`config.mk`:
```
export PLATFORM = sky130hd
export DESIGN_NAME = dsp_mac_slice_flat
export DESIGN_NICKNAME = d
export VERILOG_FILES = /design/src/rtl/dsp_mac_slice_pkg.sv /design/src/rtl/dsp_mac_slice_if.sv /design/src/rtl/dsp_mac_slice_post_adder.sv /design/src/rtl/dsp_mac_slice.sv /design/src/flat_wrapper.sv
export SDC_FILE = /design/constraint.sdc
export NUM_CORES = 2
export LEC_CHECK = 0
export CAP_MARGIN = 20
export CORE_ASPECT_RATIO = 0.9
export CORE_MARGIN = 4
export CORE_UTILIZATION = 45
export DETAILED_ROUTE_END_ITERATION = 12
export GPL_TIMING_DRIVEN = 0
export PLACE_DENSITY_LB_ADDON = 0.3
export SLEW_MARGIN = 20
export SYNTH_ARGS = -nofsm -noshare
export SYNTH_HDL_FRONTEND = slang
export SYNTH_SLANG_ARGS = --single-unit
```
`constraint.sdc`:
```
create_clock -name clk -period 16.7 [get_ports clk]
set_clock_uncertainty 0.2 [all_clocks]
set_input_delay 5.01 -clock clk [delete_from_list [all_inputs] [get_ports clk]]
set_output_delay 5.01 -clock clk [all_outputs]
set_load 0.01 [all_outputs]
```
`src/rtl/dsp_mac_slice_pkg.sv`:
```
// dsp_mac_pkg: shared constants for the DSP MAC slice.
// opmode bit positions, X/Z select encodings and default widths.
package dsp_mac_pkg;

   localparam int DW_DEF = 18;
   localparam int PW_DEF = 48;

   // opmode bit positions
   localparam int OP_X_LSB    = 0;
   localparam int OP_Z_LSB    = 2;
   localparam int OP_PRE_EN   = 4;
   localparam int OP_CIN_EN   = 5;
   localparam int OP_PRE_SUB  = 6;
   localparam int OP_POST_SUB = 7;

   // X operand select, opmode[1:0]
   typedef enum logic [1:0] {
      X_ZERO = 2'd0,
      X_M    = 2'd1,
      X_P    = 2'd2,
      X_DAB  = 2'd3
   } xsel_e;

   // Z operand select, opmode[3:2]
   typedef enum logic [1:0] {
      Z_ZERO = 2'd0,
      Z_PCIN = 2'd1,
      Z_P    = 2'd2,
      Z_C    = 2'd3
   } zsel_e;

endpackage

```
`src/rtl/dsp_mac_slice_if.sv`:
```
// dsp_mac_slice_if: operand/control/result bundle for dsp_mac_slice.
// master drives operands and controls, slave (the slice) drives results.
interface dsp_mac_slice_if
   import dsp_mac_pkg::*;
#(
   parameter int DW = DW_DEF,
   parameter int PW = PW_DEF
);
   logic [DW-1:0]   A, B, D;
   logic [PW-1:0]   C, PCIN;
   logic            carryin;
   logic [7:0]      opmode;
   logic            ce, clr, in_valid;

   logic [DW-1:0]   BCOUT;
   logic [2*DW-1:0] M;
   logic [PW-1:0]   P, PCOUT;
   logic            carryout, carryoutF, sat, out_valid;

   modport master (
      output A, B, D, C, PCIN, carryin, opmode, ce, clr, in_valid,
      input  BCOUT, M, P, PCOUT, carryout, carryoutF, sat, out_valid
   );

   modport slave (
      input  A, B, D, C, PCIN, carryin, opmode, ce, clr, in_valid,
      output BCOUT, M, P, PCOUT, carryout, carryoutF, sat, out_valid
   );
endinterface

```
`src/rtl/dsp_mac_slice_post_adder.sv`:
```
// dsp_post_adder: combinational post-adder/subtractor with carry.
// Define DSP_MAC_SAT_EN to clamp on overflow/underflow; otherwise wrap.
module dsp_post_adder
   import dsp_mac_pkg::*;
#(
   parameter int PW = PW_DEF
) (
   input  logic [PW-1:0] i_x,
   input  logic [PW-1:0] i_z,
   input  logic          i_cin,
   input  logic          i_sub,
   output logic [PW-1:0] o_p,
   output logic          o_co,
   output logic          o_sat
);
   logic [PW:0] w_r;
   logic [PW:0] w_xc;

   // One extra bit so carry (add) or borrow (sub) lands in w_r[PW]
   always_comb begin
      w_xc = {1'b0, i_x} + {{PW{1'b0}}, i_cin};
      w_r  = i_sub ? ({1'b0, i_z} - w_xc) : ({1'b0, i_z} + w_xc);
   end

   assign o_co = w_r[PW];

`ifdef DSP_MAC_SAT_EN
   // Clamp: add overflow pins to all ones, subtract underflow pins to zero
   always_comb begin
      o_sat = w_r[PW];
      o_p   = w_r[PW-1:0];
      if (w_r[PW])
         o_p = i_sub ? '0 : '1;
   end
`else
   assign o_p   = w_r[PW-1:0];
   assign o_sat = 1'b0;
`endif

endmodule

```
`src/rtl/dsp_mac_slice.sv`:
```
// dsp_mac_slice: 3-stage pre-add / multiply / post-add DSP slice.
// Optional saturation of the post-adder via macro DSP_MAC_SAT_EN.
module dsp_mac_slice
   import dsp_mac_pkg::*;
#(
   parameter int DW = DW_DEF,
   parameter int PW = PW_DEF
) (
   input logic             clk,
   input logic             rst,
   dsp_mac_slice_if.slave  bus
);
   if (PW < 2*DW) begin : g_pw_chk
      $error("dsp_mac_slice: PW must be at least 2*DW");
   end

   // stage 1
   logic [DW-1:0]   r1_a, r1_b, r1_d;
   logic [PW-1:0]   r1_c, r1_pcin;
   logic            r1_cin;
   logic [7:0]      r1_op;
   // stage 2
   logic [DW-1:0]   r_bcout, r2_a, r2_b, r2_d;
   logic [2*DW-1:0] r_m;
   logic [PW-1:0]   r2_c, r2_pcin;
   logic            r2_cin;
   logic [7:0]      r2_op;
   // stage 3
   logic [PW-1:0]   r_p;
   logic            r_co, r_sat;
   logic [3:1]      r_vld_pipe;

   logic [DW-1:0]   w_bcout;
   logic [2*DW-1:0] w_m;
   logic [PW-1:0]   w_x, w_z, w_p;
   logic            w_co, w_sat;

   // Stage 1: capture operands and controls
   always_ff @(posedge clk or posedge rst) begin
      if (rst) begin
         r1_a <= '0; r1_b <= '0; r1_d <= '0;
         r1_c <= '0; r1_pcin <= '0; r1_cin <= 1'b0; r1_op <= '0;
      end else if (bus.ce) begin
         r1_a <= bus.A; r1_b <= bus.B; r1_d <= bus.D;
         r1_c <= bus.C; r1_pcin <= bus.PCIN; r1_cin <= bus.carryin;
         r1_op <= bus.opmode;
      end
   end

   // Pre-adder (wraps mod 2^DW) feeding the multiplier
   always_comb begin
      w_bcout = r1_b;
      if (r1_op[OP_PRE_EN])
         w_bcout = r1_op[OP_PRE_SUB] ? (r1_d - r1_b) : (r1_d + r1_b);
      w_m = {{DW{1'b0}}, w_bcout} * {{DW{1'b0}}, r1_a};
   end

   // Stage 2: register pre-adder/product, carry stage-1 fields forward
   always_ff @(posedge clk or posedge rst) begin
      if (rst) begin
         r_bcout <= '0; r_m <= '0;
         r2_a <= '0; r2_b <= '0; r2_d <= '0;
         r2_c <= '0; r2_pcin <= '0; r2_cin <= 1'b0; r2_op <= '0;
      end else if (bus.ce) begin
         r_bcout <= w_bcout; r_m <= w_m;
         r2_a <= r1_a; r2_b <= r1_b; r2_d <= r1_d;
         r2_c <= r1_c; r2_pcin <= r1_pcin; r2_cin <= r1_cin; r2_op <= r1_op;
      end
   end

   // X/Z muxes driven by the opmode copy that reaches stage 3
   always_comb begin
      w_x = '0;
      w_z = '0;
      case (xsel_e'(r2_op[OP_X_LSB +: 2]))
         X_M:     w_x = PW'(r_m);
         X_P:     w_x = r_p;
         X_DAB:   w_x = PW'({r2_d, r2_a, r2_b});
         default: w_x = '0;
      endcase
      case (zsel_e'(r2_op[OP_Z_LSB +: 2]))
         Z_PCIN:  w_z = r2_pcin;
         Z_P:     w_z = r_p;
         Z_C:     w_z = r2_c;
         default: w_z = '0;
      endcase
   end

   dsp_post_adder #(.PW(PW)) u_post (
      .i_x   (w_x),
      .i_z   (w_z),
      .i_cin (r2_cin & r2_op[OP_CIN_EN]),
      .i_sub (r2_op[OP_POST_SUB]),
      .o_p   (w_p),
      .o_co  (w_co),
      .o_sat (w_sat)
   );

   // Stage 3: result register; clr wins over ce
   always_ff @(posedge clk or posedge rst) begin
      if (rst) begin
         r_p <= '0; r_co <= 1'b0; r_sat <= 1'b0;
      end else if (bus.clr) begin
         r_p <= '0; r_co <= 1'b0; r_sat <= 1'b0;
      end else if (bus.ce) begin
         r_p <= w_p; r_co <= w_co; r_sat <= w_sat;
      end
   end

   // Valid shift register, advances only on ce
   always_ff @(posedge clk or posedge rst) begin
      if (rst)
         r_vld_pipe <= '0;
      else if (bus.ce)
         r_vld_pipe <= {r_vld_pipe[2:1], bus.in_valid};
   end

   assign bus.BCOUT     = r_bcout;
   assign bus.M         = r_m;
   assign bus.P         = r_p;
   assign bus.PCOUT     = r_p;
   assign bus.carryout  = r_co;
   assign bus.carryoutF = r_co;
   assign bus.sat       = r_sat;
   assign bus.out_valid = r_vld_pipe[3];

endmodule
```
`src/flat_wrapper.sv`:
```
// flat-port wrapper written by rule: the top's interface ports become plain ports
module dsp_mac_slice_flat import dsp_mac_pkg::*;
#(
   parameter int DW = DW_DEF,
   parameter int PW = PW_DEF
)
  (clk, rst, bus_A, bus_B, bus_D, bus_C, bus_PCIN, bus_carryin, bus_opmode, bus_ce, bus_clr, bus_in_valid, bus_BCOUT, bus_M, bus_P, bus_PCOUT, bus_carryout, bus_carryoutF, bus_sat, bus_out_valid);
  dsp_mac_slice_if #(.DW(DW), .PW(PW)) bus_i ();
  input logic clk;
  input logic rst;
  input wire logic [$bits(bus_i.A)-1:0] bus_A;
  input wire logic [$bits(bus_i.B)-1:0] bus_B;
  input wire logic [$bits(bus_i.D)-1:0] bus_D;
  input wire logic [$bits(bus_i.C)-1:0] bus_C;
  input wire logic [$bits(bus_i.PCIN)-1:0] bus_PCIN;
  input wire logic [$bits(bus_i.carryin)-1:0] bus_carryin;
  input wire logic [$bits(bus_i.opmode)-1:0] bus_opmode;
  input wire logic [$bits(bus_i.ce)-1:0] bus_ce;
  input wire logic [$bits(bus_i.clr)-1:0] bus_clr;
  input wire logic [$bits(bus_i.in_valid)-1:0] bus_in_valid;
  output wire logic [$bits(bus_i.BCOUT)-1:0] bus_BCOUT;
  output wire logic [$bits(bus_i.M)-1:0] bus_M;
  output wire logic [$bits(bus_i.P)-1:0] bus_P;
  output wire logic [$bits(bus_i.PCOUT)-1:0] bus_PCOUT;
  output wire logic [$bits(bus_i.carryout)-1:0] bus_carryout;
  output wire logic [$bits(bus_i.carryoutF)-1:0] bus_carryoutF;
  output wire logic [$bits(bus_i.sat)-1:0] bus_sat;
  output wire logic [$bits(bus_i.out_valid)-1:0] bus_out_valid;
  assign bus_i.A = bus_A;
  assign bus_i.B = bus_B;
  assign bus_i.D = bus_D;
  assign bus_i.C = bus_C;
  assign bus_i.PCIN = bus_PCIN;
  assign bus_i.carryin = bus_carryin;
  assign bus_i.opmode = bus_opmode;
  assign bus_i.ce = bus_ce;
  assign bus_i.clr = bus_clr;
  assign bus_i.in_valid = bus_in_valid;
  assign bus_BCOUT = bus_i.BCOUT;
  assign bus_M = bus_i.M;
  assign bus_P = bus_i.P;
  assign bus_PCOUT = bus_i.PCOUT;
  assign bus_carryout = bus_i.carryout;
  assign bus_carryoutF = bus_i.carryoutF;
  assign bus_sat = bus_i.sat;
  assign bus_out_valid = bus_i.out_valid;
  dsp_mac_slice #(.DW(DW), .PW(PW)) u_core (.clk(clk), .rst(rst), .bus(bus_i));
endmodule
```
==> results_dict.tcl <==
set metrics [dict create \
    status "finished, final reports clean" \
    timing.fmax_mhz 82.6 \
    pre_cts_ws_ps 4840 \
    cap_violations 0 \
    yosysWarnings 0 \
    synthFlopType "dfrtp_1" \
    period_share_pct 72.5 \
    core_um2 76800 \
    area_delta_synth_final_pct 18.3 \
    setup_slack_ps 4590 \
    critPathMaxFanout 10 \
    dieArea_um2 82500 \
    synth_edf_count 0 \
    grt_overflow 0 \
    place_area_um2 39900 \
    ys_seq_elements 416 \
    cts.sinks 416 \
    fin_cells 4928 \
    grt_pass1_wl_um 179000 \
    critical_path.top_delay_family "compound AO/OA/AOI/OAI gates" \
    clkLatencyLatePin_ps 630 \
    grt_use_met3_pct 6.81 \
    drcViolationCount 0 \
    yosysMostFrequentCell "mux2_2" \
    routed_wl_um 120000 \
    arrival_ps 12380 \
    grt_use_total_pct 28.9 \
    vias 28300 \
    tightestPinTransition_ps 1180 \
    drive_gt1_share_pct 16.6 \
    placementRows 96 \
    slew_headroom_pct 21.7 \
    die_width_um 302 \
    multiInputGateArea_um2 22300 \
    yosys-top-cells-area "dfrtp_1, fa_1, mux2_2, ha_1, inv_1" \
    drt-initial-drc-count 2584 \
    cp.required_ps 16970 \
    min_path_type "flop to flop" \
    stdcell_area_um2 41500 \
    hold_viol_final 0 \
    cts_resized 0 \
    dpl.hpwl_um 94400 \
    io_buffers 315 \
    hold_buffers 0 \
    first_pass_iters 8 \
    wl_per_cell_um 24.3 \
    async_flop_share_pct 100 \
    critPathBufInv 7 \
    ys_seq_area_share_pct 29.7 \
    clockBufferDepth 3 \
    slew_viol_final 0 \
    start_util_pct 45.7 \
    root_buffer "clkbuf_16" \
    io_pins 318 \
    syn-mean-instance-area_um2 10.1 \
    seq_area_um2 10400 \
    postSynthCellCount 3482 \
    placed_cells 4842 \
    synth_top_area_share_pct 29.7 \
    postCtsSetupBuffers 0 \
    fin_nets 4464 \
    slowest_stage "mux2i_2" \
    cts_made_buffers 48 \
    period_needed_ps 12110 \
    synthTopCellsByCount "mux2_2, dfrtp_1, inv_1" \
    crit_top_cell "fa_1" \
    chipHeight_um 273 \
    postRouteAntennaNets 0 \
    netlist_area_um2 35100 \
    yosysUniqueCellTypes 84 \
    antenna_found_initial 7 \
    htree_levels 2 \
    synth_fp_nets 4083 \
    grt_pass1_vias 28500 \
    path_class "flop to flop" \
    clkTransAtPathRegs_ps 60 \
    setup_violations 0 \
    met2_usage_pct 42.7 \
    busiest_layer "met2" \
    fillers 6794 \
    rsz0062_at_grt "no" \
    tns_ps 0 \
    max_stage_delay_ps 750 \
    yosysTopAreaCell "dfrtp_1" \
    gr-usage-met1_pct 42.6 \
    viasPerCell 5.74 \
    setup.worst_path.end_class "flop" \
    gp_congestion 0.969 \
    start_kind "flop" \
    grt_start_max_net_pins 34 \
    cts_tree "built" \
]
## cell families after synthesis
logic type,synth area share (%)
AOI/OAI and AO/OA,9.12
xor gates and xnor gates,4.57
adders and majority gates,21.1
buffers and inverters,6.95
DFF,29.7
muxes,15.6
other,0.0107
and+or+nand+nor,13.0
## sequential cells by signal, indices dropped and copies added, names as in the netlist, 3 cells and up
name,cells
u_core.r2_a,18
u_core.bus.BCOUT,18
u_core.r2_d,12
u_core.r2_c,48
u_core.bus.P,48
u_core.r2_b,18
u_core.r1_op,8
u_core.r1_d,18
u_core.r1_pcin,48
u_core.r1_c,48
u_core.r2_pcin,48
u_core.r1_a,18
u_core.bus.M,36
u_core.r1_b,18
u_core.r2_op,6
u_core.r_vld_pipe,3
## worst reg2reg max path, delay by kind of cell, from the launching register on
family / cells / cell delay (ps)
fa+ha+maj: 8 / 3690
simple gates: 4 / 530
buf+inv: 7 / 1860
flops: 1 / 320
mux: 2 / 1180
xor+xnor: 2 / 240
compound gates: 15 / 3960
## metal layers
layer / wire, um / share of wire (%)
met1: 53300 / 45
met2: 51000 / 43
met3: 12000 / 10
met4: 3470 / 2.9
met5: 34 / 0.028
## final cells by class
type | instances | area share, %
flip-flops and latches | 416 | 25.1
repair buffers | 331 | 8.33
inverters | 372 | 3.37
diodes | 1 | 0.00603
multi-input cells | 2480 | 53.7
clock buffers | 68 | 3.29
plain buffers | 214 | 2.53
well taps | 1029 | 3.10
clock inverters | 17 | 0.630
## stage by stage
step                      util [%]  hold WS (ps)
final                         54.1           300
after global routing          54.1           319
after CTS                     54.1           302
after detailed placement      52.0           289
after global placement        51.5           285
after floorplan                  -           249
## path summary, 6_finish.rpt
check	from	to	slack (ps)	cells after the start
hold reg to reg	u_core.r1_pcin[42]	u_core.r2_pcin[42]	300	1
min in group asynchronous	rst	u_core.r_vld_pipe[1]	4590	2
setup reg to reg	u_core.r1_op[6]	u_core.bus.M[35]	4590	38
setup / recovery	u_core.r1_op[6]	u_core.bus.M[35]	4590	38
max in group asynchronous	rst	u_core.r1_pcin[38]	10220	7
hold / removal	u_core.r1_pcin[42]	u_core.r2_pcin[42]	300	1
## cell usage in the layout (no fill, tap or decap), types with 54 or more instances in the layout
cell             instances
inv_1                  369
nand2_1                249
xor2_1                  63
a21oi_1                125
clkdlybuf4s50_1        315
ha_1                   179
dfrtp_1                416
buf_4                   59
clkbuf_1               139
mux2i_1                 54
fa_1                   258
mux2_2                 435
xnor2_1                120
o21ai_0                 69
a22o_1                  57
nor2_1                 203
and2_1                 153
Power is left out: the tool's default activity adds up to more than one toggle a clock period on the data nets, which glitch-free logic cannot reach.
